[config.mk]
export PLATFORM = sky130hd
export DESIGN_NAME = mem_arbiter_flat
export DESIGN_NICKNAME = d
export VERILOG_FILES = /design/src/rtl/mem_arbiter_if.sv /design/src/rtl/mem_arbiter.sv /design/src/flat_wrapper.sv
export SDC_FILE = /design/constraint.sdc
export NUM_CORES = 1
export LEC_CHECK = 0
export ABC_AREA = 1
export ABC_CLOCK_PERIOD_IN_PS = 2640
export CORE_MARGIN = 3
export CORE_UTILIZATION = 45
export DETAILED_ROUTE_END_ITERATION = 7
export PLACE_DENSITY_LB_ADDON = 0.05
export SYNTH_ARGS = -nofsm -noshare
export SYNTH_HDL_FRONTEND = slang
export SYNTH_SLANG_ARGS = --single-unit
[constraint.sdc]
create_clock -name clock -period 2.64 [get_ports clock]
set_input_delay 0.528 -clock clock [delete_from_list [all_inputs] [get_ports clock]]
set_output_delay 0.528 -clock clock [all_outputs]
set_load 0.01 [all_outputs]
[src/rtl/mem_arbiter_if.sv]
// Bus bundle between the mem_arbiter, its two requesters (CPU, DMA/video) and the RAM.
// The arbiter takes the slave view; the requesters and RAM together take the master view.
interface mem_arbiter_if;
  logic        cpu_req;
  logic [15:0] cpu_address;
  logic        cpu_we;
  logic [7:0]  cpu_data_o;
  logic        cpu_ack;
  logic [7:0]  cpu_data_i;

  logic        dma_req;
  logic [15:0] dma_address;
  logic        dma_we;
  logic [7:0]  dma_wdata;
  logic        dma_ack;
  logic [7:0]  dma_rdata;

  logic [15:0] mem_address;
  logic [7:0]  mem_data_o;
  logic        mem_we;
  logic [7:0]  mem_data_i;

  modport slave (
    input  cpu_req, cpu_address, cpu_we, cpu_data_o,
    input  dma_req, dma_address, dma_we, dma_wdata,
    input  mem_data_i,
    output cpu_ack, cpu_data_i, dma_ack, dma_rdata,
    output mem_address, mem_data_o, mem_we
  );

  modport master (
    output cpu_req, cpu_address, cpu_we, cpu_data_o,
    output dma_req, dma_address, dma_we, dma_wdata,
    output mem_data_i,
    input  cpu_ack, cpu_data_i, dma_ack, dma_rdata,
    input  mem_address, mem_data_o, mem_we
  );
endinterface

[src/rtl/mem_arbiter.sv]
// Two-port (CPU / DMA) arbiter in front of a single-port synchronous RAM with registered reads.
// Each access is ACC (address/we to RAM) then DONE (ack + read data); CPU tie wins are bounded by a run counter.
module mem_arbiter #(
  parameter int unsigned CPU_RUN_MAX = 3
) (
  input  logic         clock,
  input  logic         reset_n,
  mem_arbiter_if.slave bus
);

  typedef enum logic [1:0] {S_IDLE, S_ACC, S_DONE} state_t;
  typedef enum logic       {OWN_CPU, OWN_DMA}      owner_t;

  localparam logic [3:0] RUN_MAX = 4'(CPU_RUN_MAX);

  state_t      r_state;
  owner_t      r_owner;
  logic [3:0]  r_run;
  logic [15:0] r_address;
  logic [7:0]  r_wdata;
  logic        r_we;
  logic [7:0]  r_cpu_hold;
  logic [7:0]  r_dma_hold;

  state_t      w_state_next;
  logic        w_grant;
  logic        w_grant_dma;
  logic        w_tied;
  logic        w_ack_cpu;
  logic        w_ack_dma;
  logic [3:0]  w_run_next;

  // NOTE: every always_comb output gets a default before the case so no path leaves it unassigned (no latch).
  always_comb begin
    w_state_next = S_IDLE;
    w_grant      = 1'b0;
    w_grant_dma  = 1'b0;
    w_tied       = 1'b0;
    case (r_state)
      S_IDLE: begin
        if (bus.cpu_req && bus.dma_req) begin
          w_grant     = 1'b1;
          w_tied      = 1'b1;
          w_grant_dma = (r_run >= RUN_MAX);
        end else if (bus.cpu_req) begin
          w_grant = 1'b1;
        end else if (bus.dma_req) begin
          w_grant     = 1'b1;
          w_grant_dma = 1'b1;
        end
      end
      S_DONE: begin
        // The owner's req is stale in its ack cycle; only the other port may be granted back-to-back.
        if (r_owner == OWN_CPU) begin
          w_grant     = bus.dma_req;
          w_grant_dma = bus.dma_req;
        end else begin
          w_grant = bus.cpu_req;
        end
      end
      default: ;
    endcase

    if (w_grant)
      w_state_next = S_ACC;
    else if (r_state == S_ACC)
      w_state_next = S_DONE;
  end

  always_comb begin
    w_run_next = r_run;
    if (w_grant && w_grant_dma)
      w_run_next = 4'd0;
    else if (w_grant && w_tied && (r_run != 4'hF))
      w_run_next = r_run + 4'd1;
  end

  assign w_ack_cpu = (r_state == S_DONE) && (r_owner == OWN_CPU);
  assign w_ack_dma = (r_state == S_DONE) && (r_owner == OWN_DMA);

  // NOTE: state uses non-blocking assignments so every register samples pre-edge values.
  always_ff @(posedge clock or negedge reset_n) begin
    if (!reset_n) begin
      r_state    <= S_IDLE;
      r_owner    <= OWN_CPU;
      r_run      <= 4'd0;
      r_address  <= 16'h0000;
      r_wdata    <= 8'h00;
      r_we       <= 1'b0;
      r_cpu_hold <= 8'h00;
      r_dma_hold <= 8'h00;
    end else begin
      r_state <= w_state_next;
      r_run   <= w_run_next;
      if (w_grant) begin
        r_owner   <= w_grant_dma ? OWN_DMA : OWN_CPU;
        r_address <= w_grant_dma ? bus.dma_address : bus.cpu_address;
        r_wdata   <= w_grant_dma ? bus.dma_wdata   : bus.cpu_data_o;
        r_we      <= w_grant_dma ? bus.dma_we      : bus.cpu_we;
      end
      if (w_ack_cpu && !r_we)
        r_cpu_hold <= bus.mem_data_i;
      if (w_ack_dma && !r_we)
        r_dma_hold <= bus.mem_data_i;
    end
  end

  assign bus.mem_address = r_address;
  assign bus.mem_data_o  = r_wdata;
  assign bus.mem_we      = (r_state == S_ACC) && r_we;

  assign bus.cpu_ack    = w_ack_cpu;
  assign bus.dma_ack    = w_ack_dma;
  assign bus.cpu_data_i = (w_ack_cpu && !r_we) ? bus.mem_data_i : r_cpu_hold;
  assign bus.dma_rdata  = (w_ack_dma && !r_we) ? bus.mem_data_i : r_dma_hold;

endmodule
[src/flat_wrapper.sv]
// flat-port wrapper written by rule: the top's interface ports become plain ports
module mem_arbiter_flat 
#(
  parameter int unsigned CPU_RUN_MAX = 3
)
  (clock, reset_n, bus_cpu_req, bus_cpu_address, bus_cpu_we, bus_cpu_data_o, bus_dma_req, bus_dma_address, bus_dma_we, bus_dma_wdata, bus_mem_data_i, bus_cpu_ack, bus_cpu_data_i, bus_dma_ack, bus_dma_rdata, bus_mem_address, bus_mem_data_o, bus_mem_we);
  mem_arbiter_if bus_i ();
  input  logic clock;
  input  logic reset_n;
  input wire logic [$bits(bus_i.cpu_req)-1:0] bus_cpu_req;
  input wire logic [$bits(bus_i.cpu_address)-1:0] bus_cpu_address;
  input wire logic [$bits(bus_i.cpu_we)-1:0] bus_cpu_we;
  input wire logic [$bits(bus_i.cpu_data_o)-1:0] bus_cpu_data_o;
  input wire logic [$bits(bus_i.dma_req)-1:0] bus_dma_req;
  input wire logic [$bits(bus_i.dma_address)-1:0] bus_dma_address;
  input wire logic [$bits(bus_i.dma_we)-1:0] bus_dma_we;
  input wire logic [$bits(bus_i.dma_wdata)-1:0] bus_dma_wdata;
  input wire logic [$bits(bus_i.mem_data_i)-1:0] bus_mem_data_i;
  output wire logic [$bits(bus_i.cpu_ack)-1:0] bus_cpu_ack;
  output wire logic [$bits(bus_i.cpu_data_i)-1:0] bus_cpu_data_i;
  output wire logic [$bits(bus_i.dma_ack)-1:0] bus_dma_ack;
  output wire logic [$bits(bus_i.dma_rdata)-1:0] bus_dma_rdata;
  output wire logic [$bits(bus_i.mem_address)-1:0] bus_mem_address;
  output wire logic [$bits(bus_i.mem_data_o)-1:0] bus_mem_data_o;
  output wire logic [$bits(bus_i.mem_we)-1:0] bus_mem_we;
  assign bus_i.cpu_req = bus_cpu_req;
  assign bus_i.cpu_address = bus_cpu_address;
  assign bus_i.cpu_we = bus_cpu_we;
  assign bus_i.cpu_data_o = bus_cpu_data_o;
  assign bus_i.dma_req = bus_dma_req;
  assign bus_i.dma_address = bus_dma_address;
  assign bus_i.dma_we = bus_dma_we;
  assign bus_i.dma_wdata = bus_dma_wdata;
  assign bus_i.mem_data_i = bus_mem_data_i;
  assign bus_cpu_ack = bus_i.cpu_ack;
  assign bus_cpu_data_i = bus_i.cpu_data_i;
  assign bus_dma_ack = bus_i.dma_ack;
  assign bus_dma_rdata = bus_i.dma_rdata;
  assign bus_mem_address = bus_i.mem_address;
  assign bus_mem_data_o = bus_i.mem_data_o;
  assign bus_mem_we = bus_i.mem_we;
  mem_arbiter #(.CPU_RUN_MAX(CPU_RUN_MAX)) u_core (.clock(clock), .reset_n(reset_n), .bus(bus_i));
endmodule
After elaboration in Yosys (flattened, before gate mapping) --
Cells that the tools add are included.
Storage, ports and cells: bits in registers 48, bits in latches 0, bits in writable memories 0, ROM bits 0, word-level logic and storage cells 47, memories 0
Operators by class: $add $sub $neg 1, multiply operators 0, divide/modulo/power cells 0, $lt $le $gt $ge 1, equal/unequal tests 3, shift-type cells 0, muxes and demuxes 21, bitwise logic cells 1, reduce and logical (&&, ||, !) cells 12
Operators by type and width (number):
- 8-bit two-way mux | 3
- 16-bit two-way mux | 1
- 1-bit two-way mux | 11
- 1-bit logical AND | 9
- 4-bit two-way mux | 2
- 4-bit by 1-bit adder with 4-bit output (second input constant) | 1
- 4-bit by 2-bit >= comparator with 1-bit output (second input constant) | 1
- 2-bit two-way mux | 2
- 4-bit != test (second input constant) | 1
- 1-bit one-hot mux with 2 select lines | 2
- 2-bit by 1-bit equality test with 1-bit output (second input constant) | 1
- 2-bit equality test (second input constant) | 1
- 2-bit zero test | 1
- 2-bit nonzero test | 1
- 1-bit zero test | 1
- 1-bit NOT | 1

Depth between registers and ports, before layout --
Gate-level depths: netlist of the first run.
depth in word-level cells 8, gate-level depth with buffers 9

Worst setup path before layout of the first run --
Ideal clock, no wire load.
kind register -> output, start register u_core.r_state[1], end output port bus_dma_rdata[0], data arrival time 1.356 ns, setup slack 0.756 ns, stages on the path, launching flop included 6, cells stage by stage dfrtp_1 > nand2_1 > nor2_1 > nand2_1 > buf_6 > o21ai_0
Between the ends: word-level cells in the longest chain between the ends 4
RTL lines:
- start, declared | RTL line mem_arbiter.sv:16 | state_t r_state;
- start signal, assigned | RTL line mem_arbiter.sv:93 | r_state <= w_state_next;
- 2-bit equality test | RTL line mem_arbiter.sv:79 | assign w_ack_dma = (r_state == S_DONE) && (r_owner == OWN_DMA);
- 1-bit logical AND | RTL line mem_arbiter.sv:79
- net bus_dma_ack | RTL line flat_wrapper.sv:21 | output wire logic [$bits(bus_i.dma_ack)-1:0] bus_dma_ack;
- 1-bit logical AND | RTL line mem_arbiter.sv:115 | assign bus.dma_rdata = (w_ack_dma && !r_we) ? bus.mem_data_i : r_dma_hold;
- 8-bit two-way mux | RTL line mem_arbiter.sv:115
- end, declared | RTL line flat_wrapper.sv:22 | output wire logic [$bits(bus_i.dma_rdata)-1:0] bus_dma_rdata;
The timed path passes the listed nets, and every way through them passes these cells.

Final worst setup path of the first run --
start register u_core.r_owner, end output port bus_cpu_data_i[7]
Between the ends: word-level cells in the longest chain between the ends 4
RTL lines:
- start, declared | RTL line mem_arbiter.sv:17 | owner_t r_owner;
- start signal, assigned | RTL line mem_arbiter.sv:96 | r_owner <= w_grant_dma ? OWN_DMA : OWN_CPU;
- 1-bit NOT
- 1-bit logical AND | RTL line mem_arbiter.sv:78 | assign w_ack_cpu = (r_state == S_DONE) && (r_owner == OWN_CPU);
- 1-bit logical AND | RTL line mem_arbiter.sv:114 | assign bus.cpu_data_i = (w_ack_cpu && !r_we) ? bus.mem_data_i : r_cpu_hold;
- 8-bit two-way mux
- end, declared | RTL line flat_wrapper.sv:20 | output wire logic [$bits(bus_i.cpu_data_i)-1:0] bus_cpu_data_i;
No other way between the ends.

==> results of run 1 <==
-- layout make-up --
type | count | area share
clock buffers | 6 | 0.02028
multi-input cells | 186 | 0.2364
flip-flops and latches | 48 | 0.3357
clock inverters | 2 | 0.009790
inverters | 67 | 0.07028
repair buffers | 109 | 0.3042
well taps | 67 | 0.02343
-- sequential cells by signal, summed over array words and instances (netlist names) --
| name | flops |
|---|---|
| u_core.bus.mem_address | 16 |
| u_core.r_cpu_hold | 8 |
| u_core.r_state | 2 |
| u_core.r_owner | 1 |
| u_core.bus.mem_data_o | 8 |
| u_core.r_dma_hold | 8 |
| u_core.r_we | 1 |
| u_core.r_run | 4 |
-- routing by layer --
metal  up-vias  wire length (um)
li1       1150                 -
met1      1013              2600
met2        80              2922
met3        10               481
met4         0               103
met5         -                 0
-- cells in the final DEF, fill, tap and decap left out, drive strengths merged --
| master | n |
|---|---|
| ha | 1 |
| nand2 | 104 |
| nor2 | 8 |
| dfrtp | 48 |
| clkbuf | 6 |
| o21ai | 17 |
| dlymetal6s2s | 1 |
| bufinv | 1 |
| inv | 67 |
| clkdlybuf4s50 | 102 |
| nor3 | 1 |
| nand3 | 55 |
| clkinv | 1 |
| buf | 6 |
-- stage by stage --
step	power [W]	cell area, um2	worst slack [ps]	TNS, ps	hold WS, ps
floorplan	0.002280	2371	755.9	0	232.4
global placement	0.003234	3456	249.4	0	460.9
detailed placement	0.003280	3456	223.7	0	464.0
CTS	0.003826	3568	28.04	0	362.8
global route	0.004107	3578	-43.00	-133.1	394.9
finish	0.003801	3578	98.77	0	337.3
-- report_power, final --
part           internal [W]  switching (W)  total [W]
sequential          0.00109       0.000167    0.00126
combinational      0.000985        0.00104    0.00202
clock              0.000281       0.000235   0.000517
-- worst max path at each step --
stage                   endpoint  slack (ps)
2_1_floorplan   bus_dma_rdata[0]         760
3_3_place_gp    bus_dma_rdata[4]         250
3_5_place_dp   bus_cpu_data_i[6]         220
4_1_cts         bus_dma_rdata[4]          30
5_1_grt        bus_cpu_data_i[0]         -40
6_report       bus_cpu_data_i[7]         100
-- cell families (layout without fill, tap and decap cells) --
| kind of cell | after synthesis | count (layout) | share of synthesized area |
|---|---|---|---|
| simple gates | 168 | 168 | 0.3103 |
| compound gates | 17 | 17 | 0.03588 |
| fa+ha+maj | 1 | 1 | 0.005276 |
| buf+inv | 79 | 184 | 0.1419 |
| flops | 48 | 48 | 0.5066 |
-- timing repair --
action | in CTS | in global routing
endpoints found under the setup margin | 16 | 13
hold endpoints to repair | 0 | 0
pin swaps | 0 | 0
resized for setup | 4 | 11
==> out/metrics.yaml, run 1 <==
antenna_left: 0
port_buffers: 104
start_util: 0.4828
clock-sinks: 48
timing.critical_path.from: "u_core.r_owner"
grt_pass1_wl_mm: 10.45
drtPass1Iterations: 4
cpMostUsedCell: "nand2_2"
vias: 2253
cpMaxStageDelayCell: "clkdlybuf4s50_1"
synth_area_mm2: 0.002371
cts_tree: "done"
busiest_layer: "met2"
crit_type: "reg2out"
area_growth_pct: 50.92
cts_hold_buf: 0
synthCells: 313
cts_setup_buffers: 0
worstPathMaxFanout: 16
hold_path_class: "in2async"
slowest_delay_ps: 580
yosysTopAreaCellShare: 0.5066
die_h_um: 78.59
regArea_mm2: 0.001201
finalCritPeriodShare: 0.9626
cp-start-kind: "flop"
core_region_area_mm2: 0.004911
clk_latency_ps: 300
rows: 25
rr_startpoint: "u_core.r_run[0]"
cap_violations: 0
die_area_mm2: 0.006176
syn_nets: 376
grt_antenna_before_repair: 0
avgSynthCellArea_um2: 7.575
status: "completed"
wl_per_cell_um: 12.59
synth_cell_types: 18
avgViaCountPerCell: 4.645
dp_cells: 477
maxSlewViolCount: 0
slew_headroom: 0.4340
r2r_cells: 7
clock-skew-final_ps: 7.848
gp_routability_congestion: 0.8039
endpoint_kind: "output port"
drtIter0Drc: 56
worst_slew_pin_slew_ps: 849.1
htree_num_levels: 2
drc: 0
cts-root-buf: "clkbuf_8"
finalSetupViolCount: 0
r2r_setup_slack_ps: 1020
power_density_mw_per_mm2: 1062
grt_overflow: 0
cp.depth: 6
wl_mm: 6.107
met2_usage: 0.3642
crit_chain: "inv_1 -> nand2_2 -> nor2_4 -> nand2_2 -> o21ai_0 -> clkdlybuf4s50_1"
path_delay_family: "buffers and inverters"
io_pins: 105
synth_common_cells: "nand2_1 (100), inv_1 (66), nand3_1 (53)"
rsz0062_at_grt: "yes"
worstPathArrival_ps: 2010
hold_violations: 0
synthTopCellsByArea: "dfrtp_1 (51%), nand2_1 (16%), nand3_1 (11%), inv_1 (10%), o21ai_0 (3.6%)"
synthFlopType: "dfrtp_1"
seq_area_frac_synth: 0.5066
cts_inserted_buffers: 5
place_hpwl_mm: 4.313
cp.required_ps: 2110
multiInputGateArea_um2: 845.8
drive_above_1_share: 0.05981
async_flop_share: 1.000
max_clock_freq_ghz: 0.3935
grt_pass1_vias: 2300
final.min_clock_period_ps: 2541
use_met1: 0.2532
diodes: 0
grt_use_total: 0.2106
clkTransAtPathRegs_ps: 90
cp_num_buf_inv: 2
r2r_end: "u_core.r_owner"
peakVddDrop_v: 0.0006517
nets: 480
synth_edf_count: 0
synth_top_area_cell: "dfrtp_1"
n_fill_cell: 411
final_cells: 485
p_leak_nw: 1.896
grt_start_max_net_pins: 39
yosysMostFrequentCell: "nand2_1"
ys_ff_latch: 48
postLayoutCoreUtil: 0.7287
grt_util_met3: 0.06078
fp.dieW_um: 78.59
cts_max_path_buffers: 2
yosysWarnings: 0
Power figures use the tool's default switching activity.
==> run 2: changes to the inputs <==
ABC_AREA = not set   (was 1)
ABC_CLOCK_PERIOD_IN_PS = 2100   (was 2640)
CORE_UTILIZATION = 36   (was 45)
clock period = 2.1 ns   (was 2.64 ns; I/O delays follow)
==> out/metrics.yaml, run 2 <==
slowest_delay_ps: 380  # -200 ps
synth_area_mm2: 0.002097  # -12%
area_growth_pct: 73.27
avgSynthCellArea_um2: 13.89  # +83%
synthFlopType: "dfrtp_1"
cts_hold_buf: 0  # unchanged
peakVddDrop_v: 0.0007284  # +12%
yosysWarnings: 0  # unchanged
htree_num_levels: 2  # unchanged
yosys.area_share.simple: 0.1372  # -0.1731
largest_reg_flops: 16  # unchanged
rows: 27  # +8.0%
seq_area_frac_synth: 0.5728  # +0.06620
synth_top_area_cell: "dfrtp_1"
clock-skew-final_ps: 3.297  # -4.550 ps
synth_compound_area_frac: 0.1611  # +0.1252
clock-sinks: 48  # unchanged
final.min_clock_period_ps: 2138
synth_top_family_by_area: "compound AO/OA/AOI/OAI gates"
cp-start-kind: "flop"
grt_start_max_net_pins: 49  # +26%
worstPathMaxFanout: 5  # -11
synth_xor_xnor_area_share: 0  # unchanged
drtIter0Drc: 63  # +13%
place_hpwl_mm: 3.755  # -13%
synthAdderAreaFrac: 0.005967  # +0.0006895
clk_latency_ps: 290  # about the same
rr_startpoint: "u_core.r_run[0]"
synthTopCellsByArea: "dfrtp_1 (57%), o221a_1 (11%), mux2_2 (8.6%), or2_1 (5.7%), o221a_2 (2.7%)"
syn_nets: 214  # -43%
status: "finished with violations"
synth_common_cells: "dfrtp_1 (48), o221a_1 (20), or2_1 (19)"
port_buffers: 104  # unchanged
r2r_setup_slack_ps: 230  # -790 ps
p_leak_nw: 1.548  # -18%
cts_inserted_buffers: 5  # unchanged
synth_edf_count: 0  # unchanged
nets: 345  # -28%
crit_type: "reg2out"
maxSlewViolCount: 0  # unchanged
failed_checks: "setup timing"
endpoint_kind: "output port"
cp.required_ps: 1680  # -430 ps
die_area_mm2: 0.006777  # +9.7%
hold_violations: 0  # unchanged
vias: 1700  # -25%
finalSetupTns_ps: -188.7  # -188.7 ps
clkTransAtPathRegs_ps: 80  # about the same
path_delay_family: "buffers and inverters"
grt_pass1_vias: 1747  # -24%
worstPathArrival_ps: 1720  # -290 ps
grt_use_total: 0.1666  # -0.04404
grt_overflow: 0  # unchanged
yosysTopAreaCellShare: 0.5728  # +0.06620
postLayoutCoreUtil: 0.6519  # -0.07681
cpMaxStageDelayCell: "dfrtp_1"
synth_cell_types: 27  # +9
yosysMostFrequentCell: "dfrtp_1"
grt_pass1_wl_mm: 8.473  # -19%
wl_mm: 5.356  # -12%
r2r_cells: 6  # -1
cts_max_path_buffers: 2  # unchanged
hold_path_class: "in2async"
io_pins: 105  # unchanged
final_cell_mix: "clkdlybuf4s50_1 (84), dfrtp_1 (47), buf_6 (24)"
post-place-ws_ps: -95.59  # -319.3 ps
worst_slew_pin_slew_ps: 602.3  # -246.8 ps
cpMostUsedCell: "buf_6"
async_flop_share: 1.000  # unchanged
drtPass1Iterations: 4  # unchanged
ys_ff_latch: 48  # unchanged
gp_routability_congestion: 0.7570  # -5.8%
core_region_area_mm2: 0.005574  # +14%
start_util: 0.3762  # -0.1066
drive_above_1_share: 0.3145  # +0.2547
grt_antenna_before_repair: 0  # unchanged
cap_violations: 0  # unchanged
wl_per_cell_um: 15.09  # +20%
finalWorstSetupSlack_ps: -38.17  # -136.9 ps
drc: 0  # unchanged
cts-root-buf: "clkbuf_8"
r2r_end: "u_core.bus.mem_address[1]"
die_h_um: 82.32  # +4.8%
synthCells: 151  # -52%
crit_chain: "nand2b_4 -> nor3_4 -> buf_6 -> buf_6 -> mux2_4 -> buf_6"
finalCritPeriodShare: 1.018
final_common_cell: "clkdlybuf4s50_1"
rsz0062_at_grt: "yes"
fp.dieW_um: 82.32  # +4.8%
max_clock_freq_ghz: 0.4677
synth_mux_area_frac: 0.09069  # +0.09069
power_density_mw_per_mm2: 1305  # +23%
p_total_w: 0.004742  # +25%
avgViaCountPerCell: 4.789  # +3.1%
slew_headroom: 0.5985  # +0.1645
cts_tree: "done"
antenna_left: 0  # unchanged
finalSetupViolCount: 6  # +6
cp_num_buf_inv: 3  # +1
diodes: 0  # unchanged
run 2: layer usage:
layer	vias up	routed length [um]	GRT usage	share of wire
li1	821	-	-	-
met1	815	2378	0.2171	0.44
met2	59	2497	0.2548	0.47
met3	5	435	0.07267	0.081
met4	0	44	0.03987	0.0082
met5	-	0	0	0
run 2: kinds of logic (layout without fill, tap and decap cells):
kind of cell,Yosys count,after routing
DFF,48,48
and+or+nand+nor,44,44
AOI/OAI and AO/OA,32,32
muxes,17,17
buffers and inverters,9,141
adders and majority gates,1,1
run 2: worst max path at each step:
stage / start / to / slack (ps) / cells after the start
2_1_floorplan: u_core.r_run[0] / u_core.bus.mem_address[10] / 300 / 6
3_3_place_gp: bus_cpu_req / u_core.bus.mem_address[4] / -50 / 6
3_5_place_dp: bus_cpu_req / u_core.bus.mem_address[1] / -100 / 6
4_1_cts: u_core.r_owner / bus_dma_rdata[5] / -60 / 7
5_1_grt: u_core.r_owner / bus_cpu_data_i[1] / -120 / 6
6_report: u_core.r_owner / bus_cpu_data_i[0] / -40 / 6
run 2: repair_timing:
item	in CTS	in global routing
endpoints found under the hold margin	0	0
gates resized for setup	95	17
buffers inserted	9	0
pin swaps	2	1
endpoints found under the setup margin	18	18
run 2: per-stage QoR:
step | hold WS, ps | cells | cell area, um2
final | 212.8 | 355 | 3633
after global placement | 479.6 | 338 | 3338
after detailed placement | 483.3 | 338 | 3338
after floorplan | 124.4 | 151 | 2097
after global routing | 245.0 | 355 | 3633
after CTS | 232.5 | 355 | 3552
run 2: power breakdown:
part	leakage [nW]	total (W)	switching, W	internal (W)
Clock	0.0455	0.000558	0.000289	0.000269
Combinational	0.943	0.00262	0.000983	0.00164
Sequential	0.559	0.00156	0.000218	0.00135
Total	1.55	0.00474	0.00149	0.00325
run 2: layout make-up:
cell class              instances  area (um2)
flip-flops and latches         48        1202
inverters                       2       7.507
repair buffers                131        1330
well taps                      72       90.09
fillers                       451        1941
clock buffers                   8       90.09
multi-input cells              94       913.4
